File: src/rtl/regfile_sb_pkg.sv
// Shared widths and types for the decode-side register file
// with writeback reservation scoreboard.
package regfile_sb_pkg;
  localparam int WORD = 16;
  localparam int W_RD = 3;
  localparam int W_RS = W_RD;
  localparam int NREG = 1 << W_RD;

  typedef logic [WORD-1:0] word_t;
  typedef logic [W_RD-1:0] name_t;
endpackage

File: src/rtl/regfile_fwd.sv
// One read port: array mux, writeback bypass and
// reservation masking when the pending result lands now.
module regfile_fwd
  import regfile_sb_pkg::*;
#(
  parameter int WORD = regfile_sb_pkg::WORD,
  parameter int W_RD = regfile_sb_pkg::W_RD,
  parameter int NREG = regfile_sb_pkg::NREG
) (
  input  logic [NREG-1:0][WORD-1:0] regs,
  input  logic [NREG-1:0]           res,
  input  logic [W_RD-1:0]           name,
  input  logic                      wb_i,
  input  logic [W_RD-1:0]           wb_name_i,
  input  logic [WORD-1:0]           wb_data_i,
  output logic [WORD-1:0]           data,
  output logic                      reserved
);
  logic hit;

  assign hit      = wb_i & (wb_name_i == name);
  assign data     = hit ? wb_data_i : regs[name];
  assign reserved = res[name] & ~hit;
endmodule

File: src/rtl/regfile_sb.sv
// Register file with per-register reservation bits and a
// sticky protocol error flag; reads are forwarded from writeback.
module regfile_sb
  import regfile_sb_pkg::*;
#(
  parameter int WORD = regfile_sb_pkg::WORD,
  parameter int W_RD = regfile_sb_pkg::W_RD,
  parameter int NREG = regfile_sb_pkg::NREG
) (
  input  logic            clk,
  input  logic            rst,
  input  logic            issue_i,
  input  logic            rd_reserve_i,
  input  logic [W_RD-1:0] rd_name_i,
  input  logic [W_RD-1:0] rs_name_i,
  output logic [WORD-1:0] rd_data_o,
  output logic [WORD-1:0] rs_data_o,
  output logic            rd_reserved_o,
  output logic            rs_reserved_o,
  input  logic            wb_i,
  input  logic [W_RD-1:0] wb_name_i,
  input  logic [WORD-1:0] wb_data_i,
  output logic            err_o
);
  logic [NREG-1:0][WORD-1:0] regs;
  logic [NREG-1:0]           res;
  logic                      err;
  logic                      resv;
  logic                      wb_hit_rd;
  logic                      err_set;

  assign resv      = issue_i & rd_reserve_i;
  assign wb_hit_rd = wb_i & (wb_name_i == rd_name_i);

  // Reserving a busy register is legal only if it is released now.
  assign err_set = (wb_i & ~res[wb_name_i])
                 | (resv & res[rd_name_i] & ~wb_hit_rd);

  always_ff @(posedge clk or negedge rst) begin
    if (!rst) begin
      regs <= '0;
      res  <= '0;
      err  <= 1'b0;
    end else begin
      if (wb_i) begin
        regs[wb_name_i] <= wb_data_i;
        res[wb_name_i]  <= 1'b0;
      end
      // New reservation outlives the one retiring this cycle.
      if (resv)
        res[rd_name_i] <= 1'b1;
      if (err_set)
        err <= 1'b1;
    end
  end

  assign err_o = err;

  regfile_fwd #(
    .WORD(WORD), .W_RD(W_RD), .NREG(NREG)
  ) u_fwd_rd (
    .regs      (regs),
    .res       (res),
    .name      (rd_name_i),
    .wb_i      (wb_i),
    .wb_name_i (wb_name_i),
    .wb_data_i (wb_data_i),
    .data      (rd_data_o),
    .reserved  (rd_reserved_o)
  );

  regfile_fwd #(
    .WORD(WORD), .W_RD(W_RD), .NREG(NREG)
  ) u_fwd_rs (
    .regs      (regs),
    .res       (res),
    .name      (rs_name_i),
    .wb_i      (wb_i),
    .wb_name_i (wb_name_i),
    .wb_data_i (wb_data_i),
    .data      (rs_data_o),
    .reserved  (rs_reserved_o)
  );
endmodule
File: config.mk
export PLATFORM = sky130hd
export DESIGN_NAME = regfile_sb
export DESIGN_NICKNAME = d
export VERILOG_FILES = /design/src/rtl/regfile_sb_pkg.sv /design/src/rtl/regfile_fwd.sv /design/src/rtl/regfile_sb.sv
export SDC_FILE = /design/constraint.sdc
export NUM_CORES = 1
export LEC_CHECK = 0
export BUFFER_PORTS_ARGS = -buffer_cell sky130_fd_sc_hd__buf_2
export CORE_MARGIN = 1.5
export CORE_UTILIZATION = 50
export DETAILED_ROUTE_END_ITERATION = 10
export PLACE_DENSITY = 0.69
export SLEW_MARGIN = 20
export SYNTH_ARGS = -nofsm -noshare
export SYNTH_HDL_FRONTEND = slang
export SYNTH_SLANG_ARGS = --single-unit
File: constraint.sdc
create_clock -name clk -period 1.5 [get_ports clk]
set_input_delay 0.15 -clock clk [delete_from_list [all_inputs] [get_ports clk]]
set_output_delay 0.15 -clock clk [all_outputs]
set_load 0.03 [all_outputs]
; ---- Word-level counts from Yosys, hierarchy flattened
; Index checks and enable logic that the tools add are counted.
[totals]
wordCells = 55
output_inout_bits = 35
regBits = 137
[op_classes]
eq_ne = 2
bitwise_logic = 15
muxes = 21
reduce_logical = 2
order_cmp = 5
[op_table]
columns = operator, n
row1 = bitwise mux 128 bit, 1
row2 = binary-select mux 16 bit (select 3 bit), 2
row3 = two-way mux 16 bit, 5
row4 = demux 16 bit (select 3 bit), 1
row5 = two-way mux 8 bit, 2
row6 = < comparator 3 x 4 -> 1 bit (second input constant), 3
row7 = binary-select mux 1 bit (select 3 bit), 3
row8 = bitwise AND 1 bit, 8
row9 = bitwise AND 8 bit, 1
row10 = inverter 8 bit, 1
row11 = bitwise OR 8 bit, 1
row12 = demux 1 bit (select 3 bit), 2
row13 = equality test 3 bit, 2
row14 = >= comparator 3 x 1 -> 1 bit (second input constant), 2
row15 = two-way mux 1 bit, 5
row16 = inverter 1 bit, 3
row17 = logical AND 1 bit, 2
row18 = bitwise OR 1 bit, 1

; ---- Depth between registers and ports, before layout
; Gate-level depths: netlist of run 1.
[depth]
word_depth = 9
mapped_depth = 6
mapped_depth_nobuf = 4

; ---- Modules after synthesis
; From an unflattened synthesis of run 1, not the netlist that was laid out.
[unflattened]
cells_unflattened = 497
hier_area_um2 = 8052.7
[by_module_without_submodules]
columns = module, n_inst, seq_area_each_um2, cells_per_inst, area_each_um2
row1 = regfile_sb, 1, 3428.3, 331, 5407.7
row2 = regfile_fwd, 2, 0.0, 83, 1322.5

; ---- Worst setup path after synthesis of run 1
; OpenSTA, ideal clock, no wires.
[synth_path]
path_type = in2out
start = input port rd_name_i[1]
end = output port rd_data_o[10]
arrival_ns = 1.446
t_required_ns = 1.350
n_path_buf = 2
path_slack_ns = -0.096
path_stages = 5
cell_sequence = buf_4 > clkbuf_1 > mux4_2 > mux2i_1 > a21oi_1
[synth_via]
elab_chain_cells = 3
[synth_lines]
columns = item, line
row1 = from (decl), regfile_sb.sv:14  ; input logic [W_RD-1:0] rd_name_i,
row2 = binary-select mux 16 bit (select 3 bit) / equality test 3 bit (equally long branches), "regfile_fwd.sv:22, regfile_fwd.sv:21"
row3 = two-way mux 16 bit (implied by the code) / bitwise AND 1 bit (equally long branches), "regfile_fwd.sv:22, regfile_fwd.sv:21"
row4 = two-way mux 16 bit *, regfile_fwd.sv:22  ; assign data = hit ? wb_data_i : regs[name];
row5 = to (decl), regfile_sb.sv:16  ; output logic [WORD-1:0] rd_data_o,
; Mark *: on every way between the ends. The rest lies on a longest branch, timed or not. The select of a mux whose other input is x is not followed.

; ---- Worst setup path after layout of run 1
[layout_path]
start = register regs[57] (netlist bit)
end = output port rd_data_o[9]
[layout_via]
elab_chain_cells = 3
[layout_lines]
columns = item, line
row1 = from (decl), regfile_sb.sv:25  ; logic [NREG-1:0][WORD-1:0] regs;
row2 = "from (signal, indexed assignment)", regfile_sb.sv:46  ; regs[wb_name_i] <= wb_data_i;
row3 = binary-select mux 16 bit (select 3 bit), regfile_fwd.sv:22
row4 = two-way mux 16 bit (implied by the code), regfile_fwd.sv:22
row5 = two-way mux 16 bit, regfile_fwd.sv:22
; Every way passes these cells. The select of a mux whose other input is x is not followed.

==> results.py, run 1 <==
metrics = {
    "global_routing": {
        "grt_max_degree": 39,
        "grt_pass1_wl_um": 29900,
        "grt_use_total_pct": 24.6,
        "grt-ovfl-total": 0,
        "antenna_found_initial": 0,
        "grt_pass1_vias": 5414,
    },
    "detailed_routing": {
        "drt-pass1-iter-count": 5,
        "post-route-drc-count": 0,
        "vias_per_cell": 6.14,
        "drtIter0Drc": 364,
        "ant_nets": 0,
        "via_count": 5059,
        "routed_wirelength_um": 18900,
        "wl_per_cell_um": 22.9,
    },
    "floorplan": {
        "core_area_mm2": 0.0152,
        "pin_count": 65,
        "dieHeight_um": 128,
        "die_area_mm2": 0.0163,
        "start_util_pct": 51.3,
        "rows": 45,
        "die_w_um": 128,
    },
    "critical_path": {
        "reg2reg_depth": 6,
        "r2r_slack_ns": -0.06,
        "start_kind": "flop",
        "crit_type": "reg -> out",
        "cp_data_arrival_time_ns": 1.78,
        "timing.rr.end": "err_o$_DFFE_PN0P_",
        "required_ns": 1.35,
        "worstPathMaxFanout": 3,
        "rr_startpoint": "res[7]$_DFF_PN0_",
        "end_kind": "output port",
    },
    "hold_path": {
        "hold_depth": 2,
        "hold_start": "rd_reserve_i",
        "min_to": "err_o$_DFFE_PN0P_",
        "worstHoldPathType": "in -> reg",
    },
    "synthesis": {
        "synth.top_cell.area_share_pct": 44.0,
        "synthTopCellsByArea": "dfrtp_1 44%, mux4_2 19%, mux2_2 18%, mux2i_1 4.9%, buf_4 2.6%",
        "synthesis.area_mm2": 0.00779,
        "synthCells": 536,
        "synth.avg_cell_area_um2": 14.5,
        "synth-seq-area-share_pct": 44.0,
        "yosys.area.top_type": "dfrtp_1",
        "syn-num-nets": 566,
        "ys_seq_elements": 137,
        "ys_warn_count": 0,
        "synth_cell_types": 30,
    },
    "cells_and_area": {
        "n_antenna_cell": 0,
        "layout-drive-gt1-share_pct": 61.2,
        "final_util_pct": 62.6,
        "area_delta_synth_final_pct": 22.1,
        "final_nets": 653,
        "fin_area_mm2": 0.00952,
        "fill_cells": 1114,
    },
    "sta": {
        "skew_ns": 0.00232,
        "worst_pin_slew_ns": 0.307,
        "fin_ws_ns": -0.426,
        "slew_headroom_pct": 79.5,
        "fin_crit_ns": 1.93,
        "fin_crit_sh_pct": 128,
        "finalSetupTns_ns": -11.96,
        "max_freq_ghz": 0.519,
        "final-hold-violation-count": 0,
        "final_max_slew_viol_count": 0,
        "setup_viol_count_final": 35,
        "rsz0062_at_grt": "true",
    },
    "placement": {
        "place_congestion": 0.832,
        "dp.final_hpwl_um": 12300,
        "io_buffers": 64,
        "dp_worst_setup_slack_ns": -0.239,
        "place_area_mm2": 0.00862,
    },
    "clock_tree": {
        "path_clk_slew_ns": 0.06,
        "cts_buffers": 17,
        "htreeDepth": 4,
        "numClockSinks": 137,
        "tritoncts": "yes",
        "cts-root-buf": "clkbuf_16",
        "insertion_delay_ns": 0.42,
        "clock_path_buffers": 2,
    },
    "job": {
        "drv_cap": 0,
    },
    "power": {
        "vdd_drop_max_uv": 1050,
        "p_per_area_mw_per_mm2": 1400,
        "cellLeakagePower_nw": 4.07,
    },
    "status": {
        "failed_checks": "setup timing",
        "status": "complete, but fails checks",
    },
}
[kinds of logic (layout without fill, tap and decap cells)]
family | count (synthesis) | after routing | synth area share (%)
multiplexers | 234 | 234 | 43.1
flip-flops | 137 | 137 | 44.0
buffers and inverters | 59 | 159 | 4.85
AND/OR/NAND/NOR | 55 | 55 | 4.25
AO/OA/AOI/OAI | 45 | 45 | 3.10
XOR/XNOR | 6 | 6 | 0.674
[per-stage QoR]
stage | instances | hold WS [ns] | total power, mW
finish | 824 | 0.0212 | 13.3
global route | 824 | 0.0106 | 14.0
CTS | 822 | 0.00229 | 13.3
detailed placement | 782 | 0.0587 | 8.74
global placement | 782 | 0.0603 | 8.58
floorplan | 536 | -0.146 | 7.74
[worst max-delay path, stage by stage (launching register included)]
cell,delay (ns)
dfrtp_1,0.39
mux4_2,0.49
mux2i_2,0.21
a21oi_1,0.09
buf_4,0.17
[power by group]
part,switching (mW),total (mW),internal (mW)
Clock,1.65,4.19,2.55
Combinational,1.79,4.06,2.27
Sequential,0.578,5.09,4.51
Total,4.01,13.3,9.32
[registers in the layout (all words and copies together) (netlist names)]
name and flops:
err_o 1, regs 128, res 8
[layer usage]
| layer | wire, um | up-vias | track usage (%) |
|---|---|---|---|
| met2 | 9530 | 144 | 40.4 |
| met4 | 325 | 0 | 8.46 |
| met5 | 0 | - | 0 |
| met1 | 8180 | 2679 | 32.4 |
| li1 | - | 2204 | - |
| met3 | 862 | 32 | 5.93 |
[Yosys cell counts]
| master | instances |
|---|---|
| inv_1 | 5 |
| xnor2_1 | 6 |
| a21oi_1 | 32 |
| buf_1 | 2 |
| nor3b_4 | 2 |
| nand3b_1 | 1 |
| mux4_2 | 66 |
| mux2i_1 | 38 |
| nand2b_1 | 2 |
| or2_2 | 1 |
| a21o_1 | 1 |
| clkbuf_1 | 6 |
| nand3_1 | 1 |
| buf_4 | 27 |
| o22ai_1 | 6 |
| nand4_1 | 2 |
| nand2_1 | 6 |
| nor2_1 | 33 |
| mux2_2 | 128 |
| mux4_1 | 2 |
| o21a_1 | 1 |
| nor3_4 | 2 |
| a31o_2 | 1 |
| nand4_2 | 1 |
| nand4b_2 | 3 |
| nand2b_4 | 1 |
| dfrtp_1 | 137 |
| buf_6 | 5 |
| buf_2 | 14 |
| o21ai_0 | 4 |
[cell type report]
cell class                      count  area [um2]  share of cell area (%)
Clock buffer                       19         453                    4.76
Sequential cell                   137        3430                    36.0
Tap cell                          188         235                    2.47
Inverter                            5        18.8                   0.197
Multi-Input combinational cell    340        4090                    43.0
Timing Repair Buffer              122        1150                    12.1
Clock inverter                     13         141                    1.49
[worst max path at each step]
stage	startpoint	end	slack [ns]	depth (start not counted)
global route	regs[57]$_DFFE_PN0P_	rd_data_o[9]	-0.49	4
CTS	regs[57]$_DFFE_PN0P_	rd_data_o[9]	-0.44	4
floorplan	rd_name_i[1]	rd_data_o[6]	-0.1	5
global placement	rd_name_i[0]	rd_data_o[2]	-0.20	6
finish	regs[57]$_DFFE_PN0P_	rd_data_o[9]	-0.43	4
detailed placement	rd_name_i[0]	rd_data_o[9]	-0.24	6
[layout by cell type, fill, tap and decap left out, drive strengths merged]
cell	instances
xnor2	6
buf	121
a31o	1
o21ai	4
nand2	6
nand4	3
mux2	128
a21o	1
clkinvlp	2
nor3b	2
bufinv	2
or2	1
inv	9
a21oi	32
clkinv	5
nand4b	3
dlygate4sd3	1
o21a	1
nand3b	1
nand3	1
clkbuf	19
nor2	33
o22ai	6
mux4	68
nor3	2
dfrtp	137
nand2b	3
mux2i	38
[timing repair]
action,4_1_cts,5_1_grt
setup endpoints to repair,34,35
hold buffers,1,0
setup buffers,7,2
endpoints found under the hold margin,137,0
pin swaps,33,5
resized for setup,61,14
No activity file was read; power rests on OpenSTA's default activity.
==> run 2, diff against run 1 <==
--- a/config.mk
+++ b/config.mk
@@ -5,11 +5,12 @@
 export SDC_FILE = /design/constraint.sdc
 export NUM_CORES = 1
 export LEC_CHECK = 0
+export ABC_AREA = 1
 export BUFFER_PORTS_ARGS = -buffer_cell sky130_fd_sc_hd__buf_2
 export CORE_MARGIN = 1.5
 export CORE_UTILIZATION = 50
 export DETAILED_ROUTE_END_ITERATION = 10
-export PLACE_DENSITY = 0.69
+export PLACE_DENSITY = 0.68
 export SLEW_MARGIN = 20
 export SYNTH_ARGS = -nofsm -noshare
 export SYNTH_HDL_FRONTEND = slang
==> results.py, run 2 <==
metrics = {
    "clock_tree": {
        "numClockSinks": 137,
        "tritoncts": "yes",
        "cts-root-buf": "clkbuf_16",
        "clock_path_buffers": 2,
        "insertion_delay_ns": 0.42,
        "cts_buffers": 17,
        "path_clk_slew_ns": 0.06,
        "htreeDepth": 4,
    },
    "critical_path": {
        "crit_type": "reg -> out",
        "end_kind": "output port",
        "cpPeakStageDelay_ns": 0.37,
        "start_kind": "flop",
        "worstPathMaxFanout": 3,
        "path_common_cell": "nand2_1",
        "required_ns": 1.35,
        "worst_path_dominant_cell_family": "flip-flops",
        "path_cells": "inv_2 -> nand2_1 -> nand3_2 -> nand2_1 -> o21ai_1 -> nand2_1 -> buf_6",
        "cp_slowest_cell": "dfrtp_1",
        "cp_data_arrival_time_ns": 1.55,
        "worst-path-buf-inv": 2,
    },
    "detailed_routing": {
        "wl_per_cell_um": 18.1,
        "drtIter0Drc": 964,
        "post-route-drc-count": 0,
        "drt-pass1-iter-count": 6,
        "ant_nets": 0,
        "routed_wirelength_um": 28100,
        "via_count": 8700,
        "vias_per_cell": 5.59,
    },
    "power": {
        "vdd_drop_max_uv": 896,
        "sw_frac_of_total_pct": 34.1,
        "p_seq_share_pct": 36.4,
        "p_clk_share_pct": 32.9,
        "cellLeakagePower_nw": 5.13,
        "pwr-share-comb_pct": 30.7,
        "switchingPower_mw": 4.55,
        "p_per_area_mw_per_mm2": 1250,
        "intPower_mw": 8.78,
    },
    "synthesis": {
        "synth_commonest_cells": "442 x nand2_1, 161 x o21ai_0, 144 x inv_1",
        "ys_warn_count": 0,
        "synth.avg_cell_area_um2": 6.76,
        "synthesis.area_mm2": 0.00829,
        "async_flop_share_pct": 100,
        "syn-num-nets": 1255,
        "yosys.area.top_type": "dfrtp_1",
        "synthTopCellsByArea": "dfrtp_1 41%, nand2_1 20%, o21ai_0 9.7%, nand3_1 8.2%, inv_1 6.5%",
        "synth-seq-area-share_pct": 41.4,
        "synthCells": 1225,
        "synthMostInstantiatedCell": "nand2_1",
        "ys_seq_elements": 137,
        "synth_cell_types": 25,
        "synth.top_cell.area_share_pct": 41.4,
        "synth_ff_type": "dfrtp_1",
        "synth-edff-count": 0,
    },
    "floorplan": {
        "die_w_um": 132,
        "die_area_mm2": 0.0174,
        "pin_count": 65,
        "rows": 46,
        "start_util_pct": 51.6,
        "dieHeight_um": 132,
        "core_area_mm2": 0.0161,
    },
    "sta": {
        "rsz0062_at_grt": "true",
        "slew_headroom_pct": 73.8,
        "final-hold-violation-count": 0,
        "skew_ns": 0.00660,
        "worst_pin_slew_ns": 0.393,
        "final_max_slew_viol_count": 0,
        "fin_crit_ns": 1.70,
        "fin_crit_sh_pct": 113,
        "setup_viol_count_final": 34,
        "fin_ws_ns": -0.195,
        "max_freq_ghz": 0.590,
    },
    "cells_and_area": {
        "largest_register_ffs": 128,
        "final_nets": 1357,
        "regMostFlops": "regs",
        "fin_area_mm2": 0.0107,
        "fill_cells": 1350,
        "area_delta_synth_final_pct": 28.6,
        "final_util_pct": 66.3,
        "layout_common_cells": "409 x nand2_1, 137 x dfrtp_1, 129 x o21ai_0, 109 x inv_2, 105 x nand3_1",
        "layout-drive-gt1-share_pct": 30.6,
        "final_common_cell": "nand2_1",
        "n_antenna_cell": 0,
    },
    "hold_path": {
        "worstHoldPathType": "in -> reg",
    },
    "global_routing": {
        "grt-ovfl-total": 0,
        "grt_max_degree": 49,
        "grt_use_total_pct": 32.6,
        "antenna_found_initial": 0,
        "grt_pass1_vias": 8398,
        "grt_pass1_wl_um": 44200,
    },
    "placement": {
        "io_buffers": 64,
        "place_area_mm2": 0.00927,
        "place_congestion": 0.930,
        "dp.final_hpwl_um": 17900,
    },
    "status": {
        "status": "complete, but fails checks",
        "failed_checks": "setup timing",
    },
    "job": {
        "drv_cap": 0,
    },
}
## run 2: logic make-up after synthesis
group                  count (synthesis)  share of synthesized area, %
AO/OA/AOI/OAI                        232                          15.2
XOR/XNOR                               1                         0.106
buffers and inverters                243                          12.6
flip-flops                           137                          41.4
AND/OR/NAND/NOR                      612                          30.7
## run 2: final timing paths
path | from | cells past startpoint | to | slack [ns]
max | regs[51]$_DFFE_PN0P_ | 7 | rd_data_o[3] | -0.20
min | wb_data_i[14] | 3 | regs[62]$_DFFE_PN0P_ | 0.07
max reg2reg | regs[69]$_DFFE_PN0P_ | 9 | regs[69]$_DFFE_PN0P_ | 0.12
min reg2reg | err_o$_DFFE_PN0P_ | 2 | err_o$_DFFE_PN0P_ | 0.50
max in group asynchronous | rst | 3 | regs[29]$_DFFE_PN0P_ | 0.69
min in group asynchronous | rst | 2 | regs[21]$_DFFE_PN0P_ | 0.20
## run 2: worst reg2reg max path, stage by stage, from the launching register on
cell and delay [ns]:
dfrtp_1 0.36, inv_2 0.05, buf_6 0.11, buf_6 0.10
buf_4 0.11, buf_4 0.12, buf_4 0.12, buf_4 0.12
buf_4 0.12, o21ai_2 0.11
## run 2: metal layers
metal  GRT usage, %  share of wire (%)
met1           43.2                 42
met2           52.0                 47
met3           6.88                8.1
met4           14.0                3.2
met5              0                  0
## run 2: stage by stage
step / power (mW) / std cells / TNS, ns / hold slack [ns] / worst slack, ns
2_1_floorplan: 6.94 / 1225 / 0 / -0.146 / 0.0390
3_3_place_gp: 7.97 / 1491 / -0.103 / 0.0830 / -0.0192
3_5_place_dp: 8.05 / 1491 / -0.242 / 0.0841 / -0.0400
4_1_cts: 13.0 / 1542 / -3.27 / 0.0578 / -0.207
5_1_grt: 14.0 / 1556 / -6.25 / 0.0652 / -0.253
6_report: 13.3 / 1556 / -3.56 / 0.0717 / -0.195
## run 2: final cells by class
class                           count  area [um2]  area share [%]
Multi-Input combinational cell    845        4110            38.6
Sequential cell                   137        3430            32.2
Timing Repair Buffer              172        1650            15.5
Inverter                          154         583            5.47
Clock buffer                       21         470            4.42
Tap cell                          216         270            2.54
Clock inverter                     11         145            1.36
## run 2: power groups by stage
stage / Combinational [mW] / Clock (mW) / Sequential (mW)
5_1_grt: 4.47 / 4.60 / 4.92
4_1_cts: 3.78 / 4.42 / 4.81
3_3_place_gp: 3.21 / 0 / 4.76
3_5_place_dp: 3.26 / 0 / 4.78
2_1_floorplan: 2.22 / 0 / 4.71
6_report: 4.09 / 4.39 / 4.86
## run 2: what timing repair did
item	in CTS	in global routing
hold endpoints to repair	67	0
setup endpoints to repair	34	35
pin swaps	87	79
setup buffers	18	16
hold buffers	1	0
gates resized for setup	197	86
==> run 3, diff against run 2 <==
--- a/config.mk
+++ b/config.mk
@@ -7,7 +7,7 @@
 export LEC_CHECK = 0
 export ABC_AREA = 1
 export BUFFER_PORTS_ARGS = -buffer_cell sky130_fd_sc_hd__buf_2
-export CORE_MARGIN = 1.5
+export CORE_MARGIN = 3
 export CORE_UTILIZATION = 50
 export DETAILED_ROUTE_END_ITERATION = 10
 export PLACE_DENSITY = 0.68
==> results.py, run 3 (synthesized netlist as in run 2, its figures left out) <==
metrics = {
    "status": {
        "status": "complete, but fails checks",
        "failed_checks": "setup timing",
    },
    "hold_path": {
        "hold_depth": 3,
        "worstHoldPathType": "in -> reg",
    },
    "detailed_routing": {
        "drt-pass1-iter-count": 7,
        "wl_per_cell_um": 17.7,
        "post-route-drc-count": 0,
        "routed_wirelength_um": 28100,
        "ant_nets": 0,
        "vias_per_cell": 5.58,
        "via_count": 8855,
        "drtIter0Drc": 1008,
    },
    "critical_path": {
        "end_kind": "output port",
        "start_kind": "flop",
        "r2r_slack_ns": 0.06,
        "required_ns": 1.35,
        "cp_data_arrival_time_ns": 1.52,
        "worstPathMaxFanout": 2,
        "reg2reg_depth": 9,
        "crit_type": "reg -> out",
    },
    "floorplan": {
        "start_util_pct": 51.6,
        "dieHeight_um": 135,
        "die_area_mm2": 0.0182,
        "die_w_um": 135,
        "rows": 46,
        "pin_count": 65,
        "core_area_mm2": 0.0161,
    },
    "clock_tree": {
        "cts-root-buf": "clkbuf_16",
        "clock_path_buffers": 2,
        "numClockSinks": 137,
        "cts_buffers": 17,
        "path_clk_slew_ns": 0.06,
        "htreeDepth": 4,
        "insertion_delay_ns": 0.43,
        "tritoncts": "yes",
    },
    "cells_and_area": {
        "layout-drive-gt1-share_pct": 32.7,
        "fin_area_mm2": 0.0108,
        "final_nets": 1390,
        "seqCellArea_mm2": 0.00343,
        "multi_input_area_mm2": 0.00413,
        "final_common_cell": "nand2_1",
        "largest_register_ffs": 128,
        "area_delta_synth_final_pct": 30.8,
        "fill_cells": 1361,
        "regMostFlops": "regs",
        "layout_common_cells": "399 x nand2_1, 137 x dfrtp_1, 129 x o21ai_0, 117 x buf_4, 113 x inv_2",
        "n_antenna_cell": 0,
    },
    "sta": {
        "slew_headroom_pct": 71.2,
        "fin_ws_ns": -0.175,
        "fin_crit_ns": 1.67,
        "rsz0062_at_grt": "true",
        "finalSetupTns_ns": -3.82,
        "setup_viol_count_final": 34,
        "skew_ns": 0.000759,
        "max_freq_ghz": 0.597,
        "fin_crit_sh_pct": 112,
        "worst_pin_slew_ns": 0.432,
        "final-hold-violation-count": 0,
        "final_max_slew_viol_count": 0,
    },
    "placement": {
        "place_congestion": 0.912,
        "place_area_mm2": 0.00933,
        "dp.final_hpwl_um": 17800,
        "io_buffers": 64,
    },
    "global_routing": {
        "grt-ovfl-total": 0,
        "antenna_found_initial": 0,
        "grt_max_degree": 51,
        "grt_pass1_vias": 8389,
        "grt_pass1_wl_um": 44000,
        "grt_use_total_pct": 31.4,
    },
    "power": {
        "cellLeakagePower_nw": 5.26,
        "vdd_drop_max_uv": 864,
        "p_per_area_mw_per_mm2": 1210,
    },
    "job": {
        "drv_cap": 0,
    },
}
-- run 3: cell type report --
cell class,count,share of cell area (%)
clock buffer,27,4.64
clock inverter,2,0.346
inverter,154,5.38
multi-input combinational,845,38.1
sequential,137,31.6
tap,216,2.49
timing repair buffer,205,17.5
-- run 3: power by group --
group | internal, mW | switching (mW)
logic | 1.77 | 2.54
clock network | 2.43 | 1.50
registers | 4.46 | 0.386
-- run 3: final timing paths --
| check | end | start |
|---|---|---|
| hold reg to reg | err_o$_DFFE_PN0P_ | err_o$_DFFE_PN0P_ |
| hold / removal | regs[126]$_DFFE_PN0P_ | wb_data_i[14] |
| max in group asynchronous | regs[115]$_DFFE_PN0P_ | rst |
| setup reg to reg | res[4]$_DFF_PN0_ | res[4]$_DFF_PN0_ |
| setup / recovery | rd_data_o[14] | regs[46]$_DFFE_PN0P_ |
| min in group asynchronous | regs[40]$_DFFE_PN0P_ | rst |
-- run 3: stage by stage --
step	power, mW	cells	hold slack (ns)	utilization, %	worst slack (ns)
detailed placement	8.04	1499	0.105	58.1	-0.180
global route	13.8	1586	0.0695	67.5	-0.249
CTS	12.7	1565	0.0609	65.2	-0.195
global placement	7.96	1499	0.106	58.1	-0.205
floorplan	6.94	1225	-0.146	-	0.0390
finish	13.1	1586	0.0680	67.5	-0.175
-- run 3: per-layer routing --
layer	global-route usage [%]	part of all wire (%)	vias up
met5	0	0	-
met2	49.9	47	462
li1	-	-	4152
met3	6.18	8.8	68
met1	42.6	41	4173
met4	12.0	2.8	0
-- run 3: what timing repair did --
action,4_1_cts,5_1_grt
hold endpoints to repair,36,0
hold buffers,1,0
setup buffers,37,23
pin swaps,96,108
gates resized for setup,192,104
setup endpoints to repair,34,37
-- run 3: worst max-delay path, stage by stage, from the launching register on --
cell and delay (ns):
dfrtp_1 0.38, or2_4 0.23, nand3_2 0.07, nand3_2 0.07, o21ai_1 0.12, nand2_1 0.09
buf_6 0.14
